**config.mk**
```make
export PLATFORM = sky130hd
export DESIGN_NAME = pc_source_reg
export DESIGN_NICKNAME = d
export VERILOG_FILES = /design/src/rtl/pc_source_reg.sv
export SDC_FILE = /design/constraint.sdc
export NUM_CORES = 1
export LEC_CHECK = 0
export CAP_MARGIN = 20
export CELL_PAD_IN_SITES_DETAIL_PLACEMENT = 1
export CELL_PAD_IN_SITES_GLOBAL_PLACEMENT = 2
export CORE_ASPECT_RATIO = 2
export CORE_MARGIN = 2
export CORE_UTILIZATION = 33
export CTS_CLUSTER_DIAMETER = 30
export DETAILED_ROUTE_END_ITERATION = 10
export PLACE_DENSITY_LB_ADDON = 0.1
export SLEW_MARGIN = 10
export SYNTH_ARGS = -nofsm -noshare
export SYNTH_HDL_FRONTEND = slang
export SYNTH_SLANG_ARGS = --single-unit
```
**constraint.sdc**
```tcl
create_clock -name clk -period 4.5 [get_ports clk]
set_input_delay 1.35 -clock clk [delete_from_list [all_inputs] [get_ports clk]]
set_output_delay 1.35 -clock clk [all_outputs]
set_load 0.05 [all_outputs]
```
**src/rtl/pc_source_reg.sv**
```systemverilog
// Registered PC with NSRC prioritised next-PC sources; redirects seen during stall are held until release.
// Define PC_SOURCE_ALIGN_CHECK_EN to force loaded PCs to word alignment and flag align_err.
module pc_source_reg #(
  parameter int                 WIDTH    = 32,
  parameter int                 NSRC     = 4,
  parameter int                 SELW     = 2,
  parameter logic [WIDTH-1:0]   RESET_PC = {WIDTH{1'b0}}
) (
  input  logic                  clk,
  input  logic                  rst,
  input  logic                  stall,
  input  logic [NSRC-1:0]       src_req,
  input  logic [NSRC*WIDTH-1:0] src_data,
  output logic [WIDTH-1:0]      pc,
  output logic [SELW-1:0]       pc_src,
  output logic                  redirect,
  output logic                  align_err
);

`ifdef PC_SOURCE_ALIGN_CHECK_EN
  function automatic logic misaligned(input logic [WIDTH-1:0] addr);
    return (addr[1:0] != 2'b00);
  endfunction
`endif

  logic [WIDTH-1:0] pc_r;
  logic [SELW-1:0]  pc_src_r;
  logic             redirect_r;
  logic             align_err_r;
  logic [NSRC-1:1]  pend_r;
  logic [WIDTH-1:0] pdat_r [NSRC-1:1];

  logic [SELW-1:0]  win_idx_s;
  logic [WIDTH-1:0] win_data_s;
  logic [WIDTH-1:0] load_data_s;
  logic             load_misalign_s;

  // Source 0 is implicit, so its request bit carries no information.
  logic             unused_req0_s;
  assign unused_req0_s = src_req[0];

  // Priority select: ascending scan so the highest-index candidate overwrites lower ones.
  always_comb begin
    win_idx_s  = {SELW{1'b0}};
    win_data_s = src_data[0 +: WIDTH];
    for (int i = 1; i < NSRC; i++) begin
      if (src_req[i]) begin
        win_idx_s  = SELW'(i);
        win_data_s = src_data[i*WIDTH +: WIDTH];
      end else if (pend_r[i]) begin
        win_idx_s  = SELW'(i);
        win_data_s = pdat_r[i];
      end else begin
        win_idx_s  = win_idx_s;
        win_data_s = win_data_s;
      end
    end
  end

  // Optional word-alignment of the value about to be loaded.
  always_comb begin
`ifdef PC_SOURCE_ALIGN_CHECK_EN
    load_data_s     = {win_data_s[WIDTH-1:2], 2'b00};
    load_misalign_s = misaligned(win_data_s);
`else
    load_data_s     = win_data_s;
    load_misalign_s = 1'b0;
`endif
  end

  // PC register, status pulses and the stall-time pending latches.
  always_ff @(posedge clk) begin
    if (rst) begin
      pc_r        <= RESET_PC;
      pc_src_r    <= {SELW{1'b0}};
      redirect_r  <= 1'b0;
      align_err_r <= 1'b0;
      pend_r      <= {(NSRC-1){1'b0}};
      for (int i = 1; i < NSRC; i++) begin
        pdat_r[i] <= {WIDTH{1'b0}};
      end
    end else if (stall) begin
      redirect_r  <= 1'b0;
      align_err_r <= 1'b0;
      for (int i = 1; i < NSRC; i++) begin
        if (src_req[i]) begin
          pend_r[i] <= 1'b1;
          pdat_r[i] <= src_data[i*WIDTH +: WIDTH];
        end
      end
    end else begin
      pc_r        <= load_data_s;
      pc_src_r    <= win_idx_s;
      redirect_r  <= (win_idx_s != {SELW{1'b0}});
      align_err_r <= load_misalign_s;
      pend_r      <= {(NSRC-1){1'b0}};
    end
  end

  assign pc        = pc_r;
  assign pc_src    = pc_src_r;
  assign redirect  = redirect_r;
  assign align_err = align_err_r;

endmodule

```
==> flow_metrics.env <==
export IMPL_worstPathArrival_ps=1630
export IMPL_fin_skew_ps=5.36
export IMPL_diodes=0
export IMPL_synth_area_per_cell_um2=10.2
export IMPL_routedWlPerCell_um=22.2
export IMPL_place_ws_ps=1370
export IMPL_synth_main_ff_cell="edfxtp_1"
export IMPL_cts_buffers=17
export IMPL_slew_viol_final=0
export IMPL_cp_start_kind="flip-flop"
export IMPL_start_util_pct=33.6
export IMPL_cts_tree="done"
export IMPL_chipWidth_um=106
export IMPL_status="complete, no violations"
export IMPL_grt_max_degree=79
export IMPL_clock_latency_ps=420
export IMPL_layout_common_cells="163 x clkdlybuf4s50_1, 99 x nand2_1, 96 x edfxtp_1"
export IMPL_hp_class="flip-flop to flip-flop"
export IMPL_die_h_um=208
export IMPL_postCtsHoldBufs=0
export IMPL_crit_family="buffers and inverters"
export IMPL_fin_crit_ps=2980
export IMPL_cts_root_buffer="clkbuf_16"
export IMPL_maxCapViolations=0
export IMPL_final_common_cell="clkdlybuf4s50_1"
export IMPL_die_area_um2=22100
export IMPL_grt_ovfl_total=0
export IMPL_finalCritPeriodShare_pct=66.3
export IMPL_synthArstFlopShare_pct=0
export IMPL_p_per_area_nw_per_um2=392
export IMPL_min_from="pc[1]"
export IMPL_synth_seq_cells=134
export IMPL_gp_congestion=0.820
export IMPL_leakage_nw=3.55
export IMPL_relSlewSlack_pct=33.4
export IMPL_fmax_mhz=335
export IMPL_rr_startpoint="pend_r[1]"
export IMPL_hold_ws_ps=450
export IMPL_crit_start="pc[28]"
export IMPL_crit_type="flip-flop to output pin"
export IMPL_rsz0062_at_grt="false"
export IMPL_worst_pin_slew_ps=998
export IMPL_synth_area_um2=6870
export IMPL_grt_pass1_vias=6611
export IMPL_synth_edf_count=96
export IMPL_ir_drop_mv=0.241
export IMPL_final_nets=936
export IMPL_yosysWarnings=0
export IMPL_cts_resized=0
export IMPL_syn_inst=671
export IMPL_io_pins=171
export IMPL_synth_fp_nets=806
export IMPL_hold_viol_final=0
export IMPL_portBuffers=168
export IMPL_antenna_found_initial=0
export IMPL_final_setup_tns_ps=0
export IMPL_drt_pass1_iterations=4
export IMPL_postCtsSetupRepairBufs=0
export IMPL_vias=5910
export IMPL_finalWorstSetupSlack_ps=1520
export IMPL_synth_seq_area_share_pct=53.0
export IMPL_postRouteAntennaNets=0
export IMPL_fp_row_count=74
export IMPL_critPathMaxFanout=2
export IMPL_cts_sinks=134
export IMPL_required_ps=3150
export IMPL_areaGrowthSynthToFinish_pct=34.9
export IMPL_clk_pin_slew_ps=60
export IMPL_drt_iter0_drc=270
export IMPL_dp_hpwl_um=15400
export IMPL_worstPathCellList="clkdlybuf4s50_1"
export IMPL_grt_usage_pct=22.2
export IMPL_worst_path_max_delay_cell="clkdlybuf4s50_1"
export IMPL_max_stage_delay_ps=840
export IMPL_avgViaCountPerCell=5.47
export IMPL_htreeDepth=4
export IMPL_cp_end_kind="output pin"
export IMPL_clock_path_buffers=2
export IMPL_drive_above_1_share_pct=9.83
export IMPL_cp_num_buf_inv=1
export IMPL_yosysUniqueCellTypes=41
export IMPL_worst_r2r_setup_slack_ps=2180
export IMPL_core_area_um2=20500
export IMPL_setup_viol=0
export IMPL_nFillCells=2283
export IMPL_drt_wl_total_um=24000
export IMPL_route_detailed_drc=0
export IMPL_grt_pass1_wl_um=37300
## worst paths after layout
path / to / depth (start not counted)
worst max-delay path: pc[28] / 1
worst min-delay path: pc[1] / 1
worst max register to register: pc[4] / 5
worst min register to register: pc[1] / 1
## sequential cells by signal, summed over array words and instances (netlist names)
register	flops
pdat_r	96
pc	32
pend_r	3
pc_src	2
redirect	1
## cell type report
cell class	count	area [um2]	share of cell area [%]
sequential	134	3640	39.3
multi-input combinational	468	2870	31.0
timing repair buffer	178	1750	18.8
clock buffer	21	470	5.07
tap	266	333	3.59
clock inverter	11	195	2.11
inverter	2	7.51	0.0810
## worst reg2reg max path: stages, from the launching register on
cell and delay [ps]:
dfxtp_2 860, buf_4 410, mux2_2 370, o211ai_1 300
a21oi_1 130, a21o_1 160
## Yosys cell counts (2+ instances only)
cell | instances | area share [%]
clkbuf_1 | 24 | 1.3
o221ai_1 | 7 | 0.89
nor3_1 | 17 | 1.2
edfxtp_1 | 96 | 42
nor2_1 | 33 | 1.8
mux2i_1 | 25 | 3.6
nand3b_1 | 25 | 2.7
nand2b_1 | 8 | 0.73
dfxtp_1 | 38 | 11
a21o_1 | 10 | 1.1
o211ai_2 | 2 | 0.36
nand2_1 | 99 | 5.4
buf_1 | 3 | 0.16
mux2_2 | 5 | 0.82
nor3_2 | 8 | 1.2
mux2_4 | 2 | 0.44
buf_4 | 12 | 1.3
o21a_1 | 25 | 2.7
a221oi_2 | 7 | 1.5
o211ai_1 | 5 | 0.55
a21oi_1 | 33 | 2.4
o22ai_1 | 25 | 2.3
a221oi_1 | 2 | 0.25
and3_1 | 71 | 6.5
o21ai_1 | 26 | 1.9
buf_2 | 24 | 1.7
nand4_1 | 24 | 2.2
and2b_1 | 2 | 0.22
## layer usage
layer	vias to the layer above	global-route usage [%]	share of wire, %
met5	-	0	0
met4	0	8.71	2.8
met3	37	4.14	3.9
met2	166	40.9	54
met1	2964	24.8	39
li1	2743	-	-
## power breakdown
group	leakage, nW	internal (mW)	switching, mW
clock network	0.316	1.03	0.565
logic	1.95	0.243	0.327
registers	1.29	1.42	0.0433
## stage by stage
step	cell area [um2]	total power, mW	utilization, %	cells
global placement	8600	2.05	42.1	1048
detailed placement	8600	2.07	42.1	1048
finish	9270	3.63	45.3	1080
floorplan	6870	1.80	-	671
CTS	9270	3.67	45.3	1080
global route	9270	3.76	45.3	1080
## kinds of logic (layout without fill, tap and decap cells)
kind of cell,count (synthesis),count (layout),synth area share [%]
compound gates,143,143,14.1
other cells,1,1,0.0546
buf+inv,69,212,5.39
flops,134,134,53.0
mux,32,32,4.90
simple gates,292,292,22.6
Note: power is estimated with default switching activity, not from simulation.
